--- src/rtl/nes_pkg.sv ---
// Shared constants and state encoding for the NES pad link blocks.
package nes_pkg;

  localparam int unsigned NES_NUM_BUTTONS = 8;
  localparam int unsigned BIT_IDX_W       = 4;

  // Button bit positions, also the host read order (A is shifted out first).
  localparam int unsigned BTN_A      = 0;
  localparam int unsigned BTN_B      = 1;
  localparam int unsigned BTN_SELECT = 2;
  localparam int unsigned BTN_START  = 3;
  localparam int unsigned BTN_UP     = 4;
  localparam int unsigned BTN_DOWN   = 5;
  localparam int unsigned BTN_LEFT   = 6;
  localparam int unsigned BTN_RIGHT  = 7;

  // Level shifted into the register behind the last button, as on a real pad.
  localparam logic NES_FILL_LEVEL = 1'b0;

  typedef enum logic [1:0] {
    ST_IDLE  = 2'd0,
    ST_LOAD  = 2'd1,
    ST_SHIFT = 2'd2,
    ST_DONE  = 2'd3
  } nes_state_t;

endpackage

--- src/rtl/nes_btn_debounce.sv ---
// Single-bit debouncer: output follows input only after CYCLES consecutive
// samples that differ from the current output. Resets to released (0).
module nes_btn_debounce #(
  parameter int unsigned CYCLES = 1024
) (
  input  logic clk,
  input  logic reset,
  input  logic din,
  output logic dout
);

  localparam int unsigned CNT_W = (CYCLES > 1) ? $clog2(CYCLES) : 1;

  logic [CNT_W-1:0] cnt;

  always_ff @(posedge clk or posedge reset) begin
    if (reset) begin
      cnt  <= '0;
      dout <= 1'b0;
    end else if (din == dout) begin
      cnt <= '0;
    end else if (cnt == CNT_W'(CYCLES - 1)) begin
      dout <= din;
      cnt  <= '0;
    end else begin
      cnt <= cnt + CNT_W'(1);
    end
  end

endmodule

--- src/rtl/nes_pad_responder.sv ---
// NES pad emulation (4021-style shifter) driven by host latch/pulse pins.
// Optional per-button debouncing when NES_PAD_DEBOUNCE_EN is defined.
module nes_pad_responder
  import nes_pkg::*;
#(
  parameter int unsigned SYNC_STAGES     = 2,
  parameter int unsigned DEBOUNCE_CYCLES = 1024
) (
  input  logic                       clk,
  input  logic                       reset,
  input  logic [NES_NUM_BUTTONS-1:0] buttons,
  input  logic                       nes_latch,
  input  logic                       nes_pulse,
  output logic                       nes_data,
  output logic                       frame_done,
  output logic [BIT_IDX_W-1:0]       bit_idx
);

  if (SYNC_STAGES < 2) begin : g_sync_chk
    $error("SYNC_STAGES must be at least 2");
  end
  if (DEBOUNCE_CYCLES < 1) begin : g_deb_chk
    $error("DEBOUNCE_CYCLES must be at least 1");
  end

  // Host pin synchronisers and edge history.
  logic [SYNC_STAGES-1:0] latch_sync;
  logic [SYNC_STAGES-1:0] pulse_sync;
  logic                   latch_prev;
  logic                   pulse_prev;
  logic                   latch_rise;
  logic                   latch_fall;
  logic                   pulse_rise;

  always_ff @(posedge clk or posedge reset) begin
    if (reset) begin
      latch_sync <= '0;
      pulse_sync <= '0;
      latch_prev <= 1'b0;
      pulse_prev <= 1'b0;
    end else begin
      latch_sync <= {latch_sync[SYNC_STAGES-2:0], nes_latch};
      pulse_sync <= {pulse_sync[SYNC_STAGES-2:0], nes_pulse};
      latch_prev <= latch_sync[SYNC_STAGES-1];
      pulse_prev <= pulse_sync[SYNC_STAGES-1];
    end
  end

  assign latch_rise =  latch_sync[SYNC_STAGES-1] & ~latch_prev;
  assign latch_fall = ~latch_sync[SYNC_STAGES-1] &  latch_prev;
  assign pulse_rise =  pulse_sync[SYNC_STAGES-1] & ~pulse_prev;

  // Button inputs are board-level and asynchronous.
  logic [NES_NUM_BUTTONS-1:0] btn_meta;
  logic [NES_NUM_BUTTONS-1:0] btn_sync;
  logic [NES_NUM_BUTTONS-1:0] btn_clean;

  always_ff @(posedge clk or posedge reset) begin
    if (reset) begin
      btn_meta <= '0;
      btn_sync <= '0;
    end else begin
      btn_meta <= buttons;
      btn_sync <= btn_meta;
    end
  end

`ifdef NES_PAD_DEBOUNCE_EN
  for (genvar gi = 0; gi < NES_NUM_BUTTONS; gi++) begin : g_deb
    nes_btn_debounce #(
      .CYCLES (DEBOUNCE_CYCLES)
    ) u_deb (
      .clk   (clk),
      .reset (reset),
      .din   (btn_sync[gi]),
      .dout  (btn_clean[gi])
    );
  end
`else
  assign btn_clean = btn_sync;
`endif

  // Frame FSM and shifter.
  nes_state_t                 state;
  nes_state_t                 state_nx;
  logic [NES_NUM_BUTTONS-1:0] shift_reg;
  logic [NES_NUM_BUTTONS-1:0] shift_nx;
  logic [BIT_IDX_W-1:0]       idx_nx;
  logic                       done_nx;

  always_ff @(posedge clk or posedge reset) begin
    if (reset) begin
      state      <= ST_IDLE;
      shift_reg  <= '1;
      bit_idx    <= '0;
      frame_done <= 1'b0;
    end else begin
      state      <= state_nx;
      shift_reg  <= shift_nx;
      bit_idx    <= idx_nx;
      frame_done <= done_nx;
    end
  end

  // Latch rise pre-empts everything, including a coincident pulse edge.
  always_comb begin
    state_nx = state;
    shift_nx = shift_reg;
    idx_nx   = bit_idx;
    done_nx  = 1'b0;
    if (latch_rise) begin
      state_nx = ST_LOAD;
      shift_nx = ~btn_clean;
      idx_nx   = '0;
    end else begin
      case (state)
        ST_LOAD: begin
          shift_nx = ~btn_clean;
          idx_nx   = '0;
          if (latch_fall) state_nx = ST_SHIFT;
        end
        ST_SHIFT: begin
          if (pulse_rise) begin
            shift_nx = {NES_FILL_LEVEL, shift_reg[NES_NUM_BUTTONS-1:1]};
            idx_nx   = bit_idx + BIT_IDX_W'(1);
            if (bit_idx == BIT_IDX_W'(NES_NUM_BUTTONS - 1)) begin
              done_nx  = 1'b1;
              state_nx = ST_DONE;
            end
          end
        end
        default: ;
      endcase
    end
  end

  assign nes_data = shift_reg[0];

endmodule
--- config.mk ---
export PLATFORM = sky130hd
export DESIGN_NAME = nes_pad_responder
export DESIGN_NICKNAME = d
export VERILOG_FILES = /design/src/rtl/nes_pkg.sv /design/src/rtl/nes_btn_debounce.sv /design/src/rtl/nes_pad_responder.sv
export SDC_FILE = /design/constraint.sdc
export NUM_CORES = 1
export LEC_CHECK = 0
export BUFFER_PORTS_ARGS = -buffer_cell sky130_fd_sc_hd__buf_4
export CORE_MARGIN = 4
export CORE_UTILIZATION = 59
export CTS_BUF_LIST = sky130_fd_sc_hd__clkbuf_4 sky130_fd_sc_hd__clkbuf_8 sky130_fd_sc_hd__clkbuf_16
export DETAILED_ROUTE_END_ITERATION = 10
export GPL_ROUTABILITY_DRIVEN = 0
export PLACE_DENSITY = 0.82
export SYNTH_ARGS = -nofsm -noshare
export SYNTH_HDL_FRONTEND = slang
export SYNTH_SLANG_ARGS = --single-unit
--- constraint.sdc ---
create_clock -name clk -period 2.6 [get_ports clk]
set_input_delay 0.13 -clock clk [delete_from_list [all_inputs] [get_ports clk]]
set_output_delay 0.13 -clock clk [all_outputs]
set_load 0.02 [all_outputs]
-- Word-level counts from Yosys, hierarchy flattened
Cells that the tools add are included.
- register bits: 37
- input bits: 12
- output and inout port bits: 6
- word-level logic and storage cells: 42
- add/sub/neg operators: 1
- equal/unequal tests: 6
- muxes and demuxes: 15
- bitwise gates (word level): 7
- reductions and logical operators: 3
- operator list (kind ; number):
    8-bit 2-to-1 mux ; 2
    8-bit one-hot mux with 2 select lines ; 1
    3-bit != test, second input constant ; 3
    2-bit 2-to-1 mux ; 4
    4-bit 2-to-1 mux ; 2
    8-bit inverter ; 1
    4-bit one-hot mux with 2 select lines ; 1
    4-bit by 1-bit adder with 4-bit output, second input constant ; 1
    4-bit by 3-bit == test with 1-bit output, second input constant ; 1
    1-bit 2-to-1 mux ; 4
    2-bit one-hot mux with 2 select lines ; 1
    4-bit AND reduction ; 1
    1-bit bitwise AND ; 3
    1-bit inverter ; 3
    3-bit nonzero test ; 1
    2-bit by 1-bit == test with 1-bit output, second input constant ; 1
    2-bit == test, second input constant ; 1
    2-bit AND reduction ; 1

-- Depth between registers and ports, before layout
- word-level depth: 5
- mapped depth: 6

-- Worst setup path after synthesis
Ideal clock, no wire load.
- path type: reg2reg
- start point: register latch_sync[1]
- end point: register shift_reg[0]
- arrival time: 1.336 ns
- required time: 2.518 ns
- slack: 1.182 ns
- stages on the path, launching flop included: 6
- path buffers: 1
- period minus slack after synthesis: 1.418 ns
- cells stage by stage: dfrtp_1 > ha_1 > nor3b_1 > buf_4 > mux2i_1 > mux2_4
- longest elaborated chain between the ends: 3
- elaborated cells between the ends (all ways): 5
- those cells by class: 1 x eq/ne; 1 x mux; 1 x bitwise; 2 x reduce/logical
- ends and longest elaborated chain (element ; line ; RTL):
    start: declaration ; nes_pad_responder.sv:27 ; logic [SYNC_STAGES-1:0] latch_sync;
    start signal: assignment ; nes_pad_responder.sv:42 ; latch_sync <= {latch_sync[SYNC_STAGES-2:0], nes_latch};
    1-bit bitwise AND * ; nes_pad_responder.sv:49 ; assign latch_rise = latch_sync[SYNC_STAGES-1] & ~latch_prev;
    3-bit != test (no source line) / 3-bit nonzero test (equally long branches) ; n/a ;
    2-bit AND reduction (no source line) ; n/a ;
    end signal: assignment ; nes_pad_responder.sv:99 ; shift_reg <= shift_nx;
    end: declaration ; nes_pad_responder.sv:86 ; logic [NES_NUM_BUTTONS-1:0] shift_reg;
Mark *: on every way between the ends. The rest lies on a longest branch, timed or not.
A chain may end at the register's enable or synchronous reset.

-- Worst setup path in the final report
- start point: register latch_sync[1]
- end point: register shift_reg[6]
Same word-level chain as after synthesis.

==> results.json <==
{
  "ant_nets": 0,
  "maxSlewHeadroom_pct": 70.89,
  "critPathLaunch": "latch_sync[1]",
  "dr_wl_met2_um": 966,
  "clk_pin_slew_ns": 0.10,
  "crit_path_start_kind": "register",
  "fin_util_pct": 77.78,
  "sw_frac_of_total_pct": 25.37,
  "grt.total_usage_pct": 16.21,
  "n_fill_cell": 135,
  "power_frac_comb_pct": 19.9,
  "clockPowerShare_pct": 24.5,
  "synth_nets": 107,
  "r2r_end": "shift_reg[6]",
  "top_layer": "met4",
  "synth_area_per_cell_um2": 14.60,
  "cts_root_buffer": "clkbuf_4",
  "p_int_mw": 1.001,
  "fin_cells": 158,
  "drc": 0,
  "clkSinkCount": 37,
  "die_area_mm2": 0.003133,
  "clk_latency_ns": 0.33,
  "vias": 779,
  "ys_warn_count": 0,
  "skew_ns": 0.006032,
  "whs_path_depth": 0,
  "p_leak_nw": 0.8280,
  "place_ws_ns": 1.063,
  "fin_tns_setup_ns": 0,
  "post-route-period-util_pct": 60.61,
  "rows": 17,
  "power.switching_mw": 0.3402,
  "cts_tree": "yes",
  "fp.dieH_um": 55.97,
  "wirelength_um": 2037,
  "first_pass_iters": 4,
  "drt-initial-drc-count": 13,
  "nets": 143,
  "arrival_ns": 1.86,
  "htree_levels": 2,
  "viasPerCell": 4.930,
  "timing.final.ws_setup_ns": 1.024,
  "postCtsResizedCells": 0,
  "grt_pass1_wl_um": 3712,
  "whs_ns": 0.3546,
  "hold_violations": 0,
  "grt_max_degree": 38,
  "cp_max_fo": 9,
  "ir_drop_uv": 544.0,
  "yosysUniqueCellTypes": 23,
  "fp.coreArea_mm2": 0.002191,
  "power_density_mw_per_mm2": 786.9,
  "cts_buffer_depth": 2,
  "synth_top_area_share_pct": 53.46,
  "grt_pass1_vias": 837,
  "wl_met1_um": 865,
  "rr_worst_depth": 5,
  "setup_violations": 0,
  "antenna_found_initial": 0,
  "areaGrowthSynthToFinish_pct": 25.53,
  "required_ns": 2.88,
  "rrSetupSlack_ns": 1.02,
  "cap_viol_max_count": 0,
  "io_buffer_count": 17,
  "outcome": "complete, no violations",
  "worst_pin_slew_ns": 0.4367,
  "yosysTopAreaCell": "dfrtp_1",
  "slew_viol_final": 0,
  "hold_path.class": "reg2reg",
  "numCtsBuffers": 5,
  "die_w_um": 55.97,
  "io_pins": 18,
  "min_to": "latch_sync[1]",
  "min_period_ns": 1.576,
  "start_util_pct": 61.96,
  "power.sequential.fraction_pct": 55.6,
  "final_area_mm2": 0.001704,
  "dp_hpwl_um": 1213,
  "ys_seq_area_share_pct": 68.94,
  "crit_type": "reg2reg",
  "post-place-cells": 139,
  "rsz0062_at_grt": "no",
  "antenna_cells": 0,
  "synth_cells": 93,
  "synth.area.top_cells": "dfrtp_1 (53%), dfstp_2 (15%), mux2i_1 (8.8%)",
  "drive_gt1_share_pct": 31.54,
  "max_freq_ghz": 0.6346,
  "reg2reg_from": "latch_sync[1]",
  "min-delay-start": "latch_sync[0]",
  "syn_area_mm2": 0.001358,
  "power_mw": 1.341,
  "grt_overflow": 0,
  "crit_path_end_kind": "register",
  "wl_met3_um": 139,
  "ys_ff_latch": 37,
  "wl_per_cell_um": 12.89,
  "placed_area_mm2": 0.001524
}
-- power by group through the flow --
stage | Clock, mW | Combinational, mW | Sequential (mW)
floorplan | 0 | 0.180 | 0.760
global placement | 0 | 0.245 | 0.751
detailed placement | 0 | 0.255 | 0.756
CTS | 0.349 | 0.271 | 0.746
global route | 0.375 | 0.295 | 0.757
finish | 0.328 | 0.267 | 0.746
-- cell type report --
class                   count  area, um2  area share, %
clock inverters             1      5.005         0.2937
repair buffers             31      260.3          15.27
inverters                  14      52.55          3.084
multi-input cells          40      350.3          20.56
clock buffers               7      65.06          3.818
flip-flops and latches     37      935.9          54.92
well taps                  28      35.03          2.056
-- critical path, cell delays in order (launching register included) --
cell and delay, ns:
dfrtp_1 0.39, ha_1 0.28, nor3b_1 0.21, buf_4 0.23, mux2i_1 0.25, mux2_4 0.17
-- cell families (layout without fill, tap and decap cells) --
logic type	Yosys count	count (layout)	synth area share, %
mux	16	16	13.27
fa+ha+maj	2	2	1.843
buf+inv	16	53	5.254
compound gates	10	10	4.885
flops	37	37	68.94
simple gates	12	12	5.807
-- worst max-delay path by stage --
stage,endpoint,slack (ns),depth (start not counted)
after floorplan,shift_reg[0],1.18,5
after global placement,shift_reg[6],1.11,5
after detailed placement,shift_reg[4],1.06,5
after CTS,shift_reg[6],1.01,5
after global routing,shift_reg[6],0.91,5
final,shift_reg[6],1.02,5
-- per-layer routing --
metal / track usage (%) / up-vias
li1: - / 380
met1: 18.85 / 368
met2: 24.37 / 22
met3: 7.193 / 9
met4: 10.17 / 0
met5: 0 / -
-- cells in the mapped netlist, drive strengths merged --
cell     count
or3          2
mux2i       12
o21ai        2
mux2         4
dfstp        8
nand2b       1
nand4bb      1
nor2         2
dfrtp       29
inv         14
a22o         1
a211oi       2
a21oi        4
ha           2
nand2        2
nand3        1
buf          2
a21o         1
and4bb       1
nand4b       1
nor3b        1
-- cell usage in the layout (no fill, tap or decap) --
cell type / netlist / layout
dfrtp_1: 29 / 29
buf_4: 1 / 20
inv_1: 14 / 14
mux2i_1: 12 / 12
dlygate4sd3_1: 0 / 11
dfstp_2: 8 / 8
clkbuf_4: 0 / 5
a21oi_1: 4 / 4
mux2_4: 4 / 4
o21ai_0: 2 / 2
or3_1: 2 / 2
nor2_1: 2 / 2
nand2_1: 2 / 2
ha_1: 2 / 2
clkbuf_8: 0 / 2
a21o_1: 1 / 1
and4bb_1: 1 / 1
a211oi_2: 1 / 1
a22o_1: 1 / 1
nand2b_1: 1 / 1
nand4bb_1: 1 / 1
nand3_1: 1 / 1
nand4b_1: 1 / 1
a211oi_1: 1 / 1
nor3b_1: 1 / 1
clkinv_2: 0 / 1
-- repair_timing --
item	in CTS	in global routing
hold buffers	11	0
endpoints found under the hold margin	39	0
setup buffers	0	0
Note: power is estimated with default switching activity, not from simulation.
